<file path="config.mk">
export PLATFORM = sky130hd
export DESIGN_NAME = march_bist_ctrl
export DESIGN_NICKNAME = d
export VERILOG_FILES = /design/src/rtl/march_bist_ctrl_pkg.sv /design/src/rtl/march_bist_ctrl_addr_gen.sv /design/src/rtl/march_bist_ctrl.sv
export SDC_FILE = /design/constraint.sdc
export NUM_CORES = 1
export LEC_CHECK = 0
export CAP_MARGIN = 30
export CORE_MARGIN = 2
export CORE_UTILIZATION = 46
export CTS_CLUSTER_DIAMETER = 60
export DETAILED_ROUTE_END_ITERATION = 10
export PLACE_DENSITY = 0.74
export REMOVE_ABC_BUFFERS = 1
export SYNTH_ARGS = -nofsm -noshare
export SYNTH_HDL_FRONTEND = slang
export SYNTH_HIERARCHICAL = 1
export SYNTH_SLANG_ARGS = --single-unit
</file>
<file path="constraint.sdc">
create_clock -name clk -period 3.2 [get_ports clk]
set_clock_uncertainty 0.2 [all_clocks]
set_input_delay 0.8 -clock clk [delete_from_list [all_inputs] [get_ports clk]]
set_output_delay 0.8 -clock clk [all_outputs]
set_load 0.005 [all_outputs]
</file>
<file path="src/rtl/march_bist_ctrl_pkg.sv">
// Shared definitions for the March C- memory-BIST controller.
// Contents:
//   state_e    - controller states (element states M0..M5 encode the element index)
//   phase_e    - per-address op phase (PH_RD / PH_WR)
//   elem_t     - per-element descriptor: direction, first-op data polarity, op count
//   elem_info  - March C- element table
//   op_inv     - data polarity of a given op inside an element
package march_bist_ctrl_pkg;

  // M0..M5 are 0..5 so the state code doubles as the element index
  typedef enum logic [2:0] {
    ST_M0   = 3'd0,
    ST_M1   = 3'd1,
    ST_M2   = 3'd2,
    ST_M3   = 3'd3,
    ST_M4   = 3'd4,
    ST_M5   = 3'd5,
    ST_IDLE = 3'd6,
    ST_DONE = 3'd7
  } state_e;

  typedef enum logic {
    PH_RD = 1'b0,
    PH_WR = 1'b1
  } phase_e;

  // down: address sweep direction; first_inv: first op uses ~BG;
  // two_op: read-then-write element; first_wr: first op is a write
  typedef struct packed {
    logic down;
    logic first_inv;
    logic two_op;
    logic first_wr;
  } elem_t;

  // March C-: up(w0) up(r0,w1) up(r1,w0) down(r0,w1) down(r1,w0) up(r0)
  function automatic elem_t elem_info(input state_e st);
    elem_t e;
    e = '0;
    case (st)
      ST_M0:   e = '{down: 1'b0, first_inv: 1'b0, two_op: 1'b0, first_wr: 1'b1};
      ST_M1:   e = '{down: 1'b0, first_inv: 1'b0, two_op: 1'b1, first_wr: 1'b0};
      ST_M2:   e = '{down: 1'b0, first_inv: 1'b1, two_op: 1'b1, first_wr: 1'b0};
      ST_M3:   e = '{down: 1'b1, first_inv: 1'b0, two_op: 1'b1, first_wr: 1'b0};
      ST_M4:   e = '{down: 1'b1, first_inv: 1'b1, two_op: 1'b1, first_wr: 1'b0};
      ST_M5:   e = '{down: 1'b0, first_inv: 1'b0, two_op: 1'b0, first_wr: 1'b0};
      default: e = '0;
    endcase
    return e;
  endfunction

  // Trailing write of a two-op element inverts the polarity of its read
  function automatic logic op_inv(input elem_t e, input phase_e ph);
    return (e.two_op && (ph == PH_WR)) ? ~e.first_inv : e.first_inv;
  endfunction

endpackage

</file>
<file path="src/rtl/march_bist_ctrl_addr_gen.sv">
// Address sweep counter for the March BIST controller.
// Ports:
//   clk, rst_n   - clock, async active-low reset
//   load_i       - load the first address of an element (0 or all-ones)
//   load_down_i  - direction of the element being loaded
//   step_i       - advance one address in direction down_i
//   down_i       - direction of the element currently executing
//   addr_o       - registered address (drives the RAM directly)
//   tc_c_o       - combinational terminal-count flag for the current direction
module march_bist_ctrl_addr_gen #(
  parameter int unsigned ADDR_W = 8
) (
  input  logic              clk,
  input  logic              rst_n,
  input  logic              load_i,
  input  logic              load_down_i,
  input  logic              step_i,
  input  logic              down_i,
  output logic [ADDR_W-1:0] addr_o,
  output logic              tc_c_o
);

  localparam logic [ADDR_W-1:0] ADDR_MAX = {ADDR_W{1'b1}};

  logic [ADDR_W-1:0] addr_q, addr_d;

  // Load takes priority over step
  always_comb begin
    addr_d = addr_q;
    if (load_i) begin
      addr_d = load_down_i ? ADDR_MAX : '0;
    end else if (step_i) begin
      addr_d = down_i ? (addr_q - ADDR_W'(1)) : (addr_q + ADDR_W'(1));
    end
  end

  always_ff @(posedge clk or negedge rst_n) begin
    if (!rst_n) begin
      addr_q <= '0;
    end else begin
      addr_q <= addr_d;
    end
  end

  assign addr_o = addr_q;
  assign tc_c_o = down_i ? (addr_q == '0) : (addr_q == ADDR_MAX);

endmodule

</file>
<file path="src/rtl/march_bist_ctrl.sv">
// March C- memory-BIST initiator for a single-port RAM (async read, sync write).
// Runs the six March C- elements over the whole array, one RAM op per cycle,
// and raises a sticky fail flag on any read-back mismatch.
// Ports:
//   clk, rst_n  - clock, async active-low reset
//   start       - begin a test (accepted only in IDLE or DONE)
//   mem_addr    - RAM address
//   mem_wdata   - RAM write data
//   mem_wr      - RAM write enable
//   mem_rdata   - RAM read data (combinational from mem_addr)
//   busy        - a March element is executing
//   done        - test finished, held until the next accepted start
//   fail        - sticky mismatch flag, cleared on accepted start
// Optional macro BIST_DIAG_EN adds first-mismatch capture (fail_addr, fail_data,
// fail_elem) and a saturating mismatch counter (err_cnt).
module march_bist_ctrl #(
  parameter int unsigned        ADDR_W = 8,
  parameter int unsigned        DATA_W = 8,
  parameter logic [DATA_W-1:0]  BG     = '0
) (
  input  logic              clk,
  input  logic              rst_n,
  input  logic              start,
  output logic [ADDR_W-1:0] mem_addr,
  output logic [DATA_W-1:0] mem_wdata,
  output logic              mem_wr,
  input  logic [DATA_W-1:0] mem_rdata,
  output logic              busy,
  output logic              done,
  output logic              fail
`ifdef BIST_DIAG_EN
  ,
  output logic [ADDR_W-1:0] fail_addr,
  output logic [DATA_W-1:0] fail_data,
  output logic [2:0]        fail_elem,
  output logic [7:0]        err_cnt
`endif
);

  import march_bist_ctrl_pkg::*;

  state_e            state_q, state_d;
  phase_e            phase_q, phase_d;
  logic              busy_q, busy_d;
  logic              done_q, done_d;
  logic              fail_q, fail_d;
  logic              mem_wr_q, mem_wr_d;
  logic [DATA_W-1:0] mem_wdata_q, mem_wdata_d;

  logic              ag_load_c, ag_load_down_c, ag_step_c, tc_c;
  logic              start_ok_c, mismatch_c;
  elem_t             cur_c;
  logic [DATA_W-1:0] exp_c;

  march_bist_ctrl_addr_gen #(
    .ADDR_W (ADDR_W)
  ) u_addr_gen (
    .clk         (clk),
    .rst_n       (rst_n),
    .load_i      (ag_load_c),
    .load_down_i (ag_load_down_c),
    .step_i      (ag_step_c),
    .down_i      (cur_c.down),
    .addr_o      (mem_addr),
    .tc_c_o      (tc_c)
  );

  // Current element descriptor and the value its reads expect
  assign cur_c      = elem_info(state_q);
  assign exp_c      = cur_c.first_inv ? ~BG : BG;
  assign start_ok_c = start && ((state_q == ST_IDLE) || (state_q == ST_DONE));
  assign mismatch_c = busy_q && (phase_q == PH_RD) && (mem_rdata != exp_c);

  // Next-state: element sequencing, phase toggle, address control, bus for the next op
  always_comb begin
    elem_t nxt;
    elem_t ne;
    state_d        = state_q;
    phase_d        = phase_q;
    busy_d         = busy_q;
    done_d         = done_q;
    fail_d         = fail_q;
    mem_wr_d       = 1'b0;
    mem_wdata_d    = mem_wdata_q;
    ag_load_c      = 1'b0;
    ag_load_down_c = 1'b0;
    ag_step_c      = 1'b0;
    nxt            = elem_info(state_e'(3'(state_q) + 3'd1));

    if (start_ok_c) begin
      state_d   = ST_M0;
      phase_d   = PH_WR;
      busy_d    = 1'b1;
      done_d    = 1'b0;
      fail_d    = 1'b0;
      ag_load_c = 1'b1;
    end else if (busy_q) begin
      if (mismatch_c) begin
        fail_d = 1'b1;
      end
      if (cur_c.two_op && (phase_q == PH_RD)) begin
        phase_d = PH_WR;
      end else if (tc_c) begin
        if (state_q == ST_M5) begin
          // Address holds its last value through DONE
          state_d = ST_DONE;
          busy_d  = 1'b0;
          done_d  = 1'b1;
        end else begin
          state_d        = state_e'(3'(state_q) + 3'd1);
          phase_d        = nxt.first_wr ? PH_WR : PH_RD;
          ag_load_c      = 1'b1;
          ag_load_down_c = nxt.down;
        end
      end else begin
        ag_step_c = 1'b1;
        phase_d   = cur_c.first_wr ? PH_WR : PH_RD;
      end
    end

    ne = elem_info(state_d);
    if (busy_d && (phase_d == PH_WR)) begin
      mem_wr_d    = 1'b1;
      mem_wdata_d = op_inv(ne, phase_d) ? ~BG : BG;
    end
  end

  always_ff @(posedge clk or negedge rst_n) begin
    if (!rst_n) begin
      state_q     <= ST_IDLE;
      phase_q     <= PH_RD;
      busy_q      <= 1'b0;
      done_q      <= 1'b0;
      fail_q      <= 1'b0;
      mem_wr_q    <= 1'b0;
      mem_wdata_q <= '0;
    end else begin
      state_q     <= state_d;
      phase_q     <= phase_d;
      busy_q      <= busy_d;
      done_q      <= done_d;
      fail_q      <= fail_d;
      mem_wr_q    <= mem_wr_d;
      mem_wdata_q <= mem_wdata_d;
    end
  end

  assign mem_wr    = mem_wr_q;
  assign mem_wdata = mem_wdata_q;
  assign busy      = busy_q;
  assign done      = done_q;
  assign fail      = fail_q;

`ifdef BIST_DIAG_EN
  localparam logic [7:0] CNT_MAX = 8'hFF;

  logic [ADDR_W-1:0] fail_addr_q, fail_addr_d;
  logic [DATA_W-1:0] fail_data_q, fail_data_d;
  logic [2:0]        fail_elem_q, fail_elem_d;
  logic [7:0]        err_cnt_q, err_cnt_d;

  // First-mismatch capture (gated by the not-yet-set fail flag) and saturating count
  always_comb begin
    fail_addr_d = fail_addr_q;
    fail_data_d = fail_data_q;
    fail_elem_d = fail_elem_q;
    err_cnt_d   = err_cnt_q;
    if (start_ok_c) begin
      fail_addr_d = '0;
      fail_data_d = '0;
      fail_elem_d = '0;
      err_cnt_d   = '0;
    end else if (mismatch_c) begin
      if (!fail_q) begin
        fail_addr_d = mem_addr;
        fail_data_d = mem_rdata;
        fail_elem_d = 3'(state_q);
      end
      if (err_cnt_q != CNT_MAX) begin
        err_cnt_d = err_cnt_q + 8'd1;
      end
    end
  end

  always_ff @(posedge clk or negedge rst_n) begin
    if (!rst_n) begin
      fail_addr_q <= '0;
      fail_data_q <= '0;
      fail_elem_q <= '0;
      err_cnt_q   <= '0;
    end else begin
      fail_addr_q <= fail_addr_d;
      fail_data_q <= fail_data_d;
      fail_elem_q <= fail_elem_d;
      err_cnt_q   <= err_cnt_d;
    end
  end

  assign fail_addr = fail_addr_q;
  assign fail_data = fail_data_q;
  assign fail_elem = fail_elem_q;
  assign err_cnt   = err_cnt_q;
`endif

endmodule

</file>
# After elaboration in Yosys (flattened, before gate mapping)
# Index checks and enable logic that the tools add are counted.
[word_totals]
ff_bits = 24
wordCells = 99
in_bits = 11
out_inout_bits = 20
[classes]
mux = 50
n_reduce_logical = 18
n_eq_ne = 18
n_addsub = 3
n_bitwise = 2
[op_table]
columns = ["operator", "count"]
rows = [
  ["8-bit 2-to-1 mux", 6],
  ["4-bit case mux with 5 select lines", 2],
  ["1-bit 2-to-1 mux", 36],
  ["3-bit by 2-bit equality test with 1-bit output, second input constant", 6],
  ["3-bit equality test, second input constant", 6],
  ["3-bit 2-to-1 mux", 5],
  ["3-bit case mux with 5 select lines", 1],
  ["2-bit nonzero test", 5],
  ["3-bit by 1-bit equality test with 1-bit output, second input constant", 3],
  ["3-bit logical NOT", 3],
  ["8-bit by 1-bit adder with 8-bit output, second input constant", 1],
  ["8-bit equality test, second input constant", 1],
  ["8-bit logical NOT", 1],
  ["8-bit inequality test", 1],
  ["8-bit by 1-bit subtractor with 8-bit output, second input constant", 1],
  ["1-bit logical AND", 6],
  ["4-bit AND reduction", 1],
  ["3-bit by 1-bit adder with 3-bit output, second input constant", 1],
  ["2-bit inequality test, second input constant", 1],
  ["1-bit NOT", 2],
  ["2-bit AND reduction", 1],
  ["1-bit logical OR", 1],
]

# Depth between registers and ports, before layout
[logic_depth]
ltp_word = 12
mapped_depth = 15
ltp_nobuf = 14

# By module
# The synthesis kept the hierarchy.
[by_module_without_submodules]
columns = ["module", "area_each_um2", "cells_each", "seq_area_each_um2", "instances"]
rows = [
  ["march_bist_ctrl", 739.5, 82, 227.7, 1],
  ["march_bist_ctrl_addr_gen", 685.7, 85, 200.2, 1],
]

# Worst setup path after synthesis
# No wires, ideal clock.
[synth_timing]
path_type = "reg-to-reg"
start = "register state_q[1]"
end = "register u_addr_gen.addr_q[7] (netlist: u_addr_gen/addr_o[7])"
slack_ns = -0.364
setup_time_ns = 0.120
path_buffers = 1
arrival_ns = 3.244
period_less_slack_ns = 3.564
path_stages_with_launch = 15
required_time_ns = 2.880
path_cell_list = "dfstp_2 inv_1 ha_1 mux2_2 inv_1 nand4_1 o31ai_1 clkbuf_1 o311ai_1 a21oi_1 or2_1 clkinv_1 nor2_1 a41oi_1 and3b_1"
[synth_rtl]
columns = ["item", "line", "text"]
rows = [
  ["start, declared", "march_bist_ctrl.sv:42", "state_e state_q, state_d;"],
  ["start signal, assigned", "march_bist_ctrl.sv:138", "state_q <= state_d;"],
  ["end signal, assigned", "march_bist_ctrl_addr_gen.sv:41", "addr_q <= addr_d;"],
  ["end, declared", "march_bist_ctrl_addr_gen.sv:25", "logic [ADDR_W-1:0] addr_q, addr_d;"],
]

==> metrics.md <==
| Metric | Value |
|---|---|
| Final setup fails | `0` |
| Drt total wl | `3650 microns` |
| CTS sink cnt | `17` |
| Initial Util | `0.475` |
| Yosys top cell area share | `0.263` |
| Most numerous cell in the Yosys netlist | `a21oi_1` |
| Synth warn | `6` |
| Gr ovfl total | `0` |
| Yosys top cell by area | `dfrtp_1` |
| Worst setup EP type | `register` |
| RSZ-0062 raised after global routing | `false` |
| PwrDens | `1170 nW/um^2` |
| Total power draw | `2.20 mW` |
| Clk root buf | `clkbuf_4` |
| Final HPWL DP | `2950 microns` |
| Pin count of the biggest net entering global routing | `18` |
| Cells along the critical path | `inv_1 -> ha_1 -> mux2_2 -> inv_4 -> nor4_1 -> nand3_1 -> o31ai_4 -> nor3_2 -> inv_2 -> or3_1 -> or3_4 -> a21oi_2 -> and3b_1` |
| CP max stage cell | `dfstp_2` |
| Setup ws final | `162 ps` |
| First-pass GRT wire length | `6250 microns` |
| Seq cells post-synth | `17` |
| # Max-Cap Violations | `0` |
| Routed wl met2 | `between 1500 and 2000 microns` |
| Slew HR | `0.504` |
| Post-route cell area | `approximately 1900 sq um` |
| Mapped Area | `1430 sq um` |
| Vias | `approximately 1400` |
| Filler cell count | `264` |
| Number of port buffers | `30` |
| Post-synth ARST share | `1.00` |
| Slowest stage delay, CP | `540 ps` |
| Top cells by area, synth | `dfrtp_1 (26%), ha_1 (9.7%), a21oi_1 (5.6%), nor3_1 (3.9%), buf_4 (3.7%)` |
| ANT nets after route | `0` |
| Maximum clock path buffer count | `2` |
| CP max FO | `5` |
| Initial antenna violation count | `0` |
| Metal-1 WL | `1690 microns` |
| Fin. Hold Viols | `0` |
| Share of cells above drive strength 1 | `0.180` |
| Nets | `roughly 230` |
| Area growth syn-to-layout | `32.0%` |
| Inserted Clock Buffers | `3` |
| Top FF cell, synth | `dfrtp_1` |
| Mean routed wirelength per cell | `around 15 microns` |
| CP arrival | `between 3000 and 4000 ps` |
| CP delay by family, top | `simple AND/OR/NAND/NOR gates` |
| Placed standard-cell area | `approximately 1800 sq um` |
| Pre-antenna DRT Iters | `4` |
| Req. time, crit path | `3190 ps` |
| Die height | `59.7 microns` |
| Dpl cells | `234` |
| Vias per Instance | `just over 6` |
| CTS tree | `yes` |
| Reg clk slew, reported paths | `90 ps` |
| Hold Path Class | `register to register` |
| Slew @ Worst Pin | `741 ps` |
| Final instance count without filler cells | `around 240` |
| Postcts setup bufs | `0` |
| Diodes inserted | `0` |
| Remaining DRCs | `0` |
| Routability cong. | `0.907` |
| Peak supply drop | `about 0.75 mV` |
| Die area | `3560 sq um` |
| Fmax | `approximately 330 MHz` |
| Total track usage | `0.225` |
| Synth top cells by count | `a21oi_1 (16), dfrtp_1 (15), ha_1 (11), nor3_1 (11), inv_1 (10)` |
| Pre-CTS setup slack | `37.1 ps` |
| Post-synthesis cell type count | `47` |
| WP buf/inv | `3` |
| Final period utilization | `0.949` |
| Outcome | `complete, no violations` |
| Cts hold-fix bufs | `0` |
| DR WL met3 | `~160 microns` |
| Row count | `20` |
| Seq/Total Area, Yosys | `0.300` |
| Synthesized instance count | `167` |
| Number of flops mapped to enable cells by yosys | `0` |
| Placeable Area | `3000 sq um` |
| Critical path type | `register to register` |
| Fin. max-slew vios | `0` |
| Vias in the first global route | `1441` |
| Static Leak | `0.797 nW` |
| Critical Path Source Type | `register` |
| Die W | `59.7 microns` |
| IO Pins | `31` |
| Max layer used | `met3` |
| Crit path time final | `3040 ps` |
| Worst-Skew Late Latency | `290 ps` |
| Syn Area/Cell | `8.53 sq um` |
| Initial DRC count | `47` |
| H-tree level count | `1` |
-- final timing paths --
path                            start              endpoint  slack [ps]  cells past startpoint
min                              fail                  fail         310                      1
max in group asynchronous       rst_n  u_addr_gen/addr_o[3]        1590                      1
max reg2reg                state_q[1]  u_addr_gen/addr_o[7]         160                     13
min in group asynchronous       rst_n  u_addr_gen/addr_o[4]         750                      1
min reg2reg                      fail                  fail         310                      1
max                        state_q[1]  u_addr_gen/addr_o[7]         160                     13
-- cells in the final DEF, fill, tap and decap left out, types with 2 or more instances in the layout --
cell type	instances
clkdlybuf4s50_1	30
buf_4	16
a21oi_1	15
dfrtp_1	15
ha_1	11
inv_1	9
nor3_1	9
o21ai_0	8
nand3_1	7
nor4_1	7
nor2_1	6
nand2_1	5
a211oi_1	4
nand4_1	4
and3_1	3
nor2b_1	3
o21a_1	3
clkbuf_4	3
nand2b_1	2
a41oi_1	2
mux2_2	2
nand3b_1	2
o31a_1	2
or3_1	2
or2_1	2
nor3_2	2
a211oi_2	2
mux2i_1	2
dfstp_2	2
inv_2	2
-- stage by stage --
stage	hold slack, ps	setup TNS, ps	utilization
final	311	0	0.627
after global routing	354	0	0.627
after CTS	322	0	0.617
after detailed placement	301	0	0.604
after floorplan	287	-4110	-
after global placement	277	0	0.604
-- per-layer routing --
layer | vias up | GRT usage
met5 | - | 0
met4 | 0 | 0.00952
met3 | 0 | 0.0519
met2 | 38 | 0.387
met1 | 702 | 0.302
li1 | 707 | -
-- logic make-up (layout without fill, tap and decap cells) --
group / after synthesis / after routing / synth area share
mux: 4 / 4 / 0.0299
xor+xnor: 1 / 1 / 0.00615
fa+ha+maj: 12 / 12 / 0.111
compound gates: 50 / 50 / 0.234
simple gates: 59 / 59 / 0.237
buf+inv: 24 / 62 / 0.0825
flops: 17 / 17 / 0.300
-- report_power, final --
group	total (mW)	switching (mW)	internal [mW]	leakage, nW
clock	0.110	0.0640	0.0465	0.0177
combinational	1.63	0.793	0.835	0.589
sequential	0.463	0.130	0.333	0.191
-- cell type report --
class	count	area, sq um	share of cell area
well taps	33	41.3	0.0219
clock inverters	1	5.00	0.00266
repair buffers	46	420	0.223
multi-input cells	126	917	0.487
flip-flops and latches	17	428	0.227
inverters	12	47.5	0.0253
clock buffers	3	22.5	0.0120
-- sequential cells by signal (all words and copies together), names as in the netlist --
register / count
mem_wr: 1
fail: 1
u_addr_gen/addr_o: 8
done: 1
state_q: 3
mem_wdata: 1
busy: 1
phase_q: 1
-- repair_timing --
| action | CTS | global route |
|---|---|---|
| setup endpoints to repair | 1 | 9 |
| pin swaps | 0 | 3 |
| gates resized for setup | 2 | 9 |
Note: power is estimated with default switching activity, not from simulation.
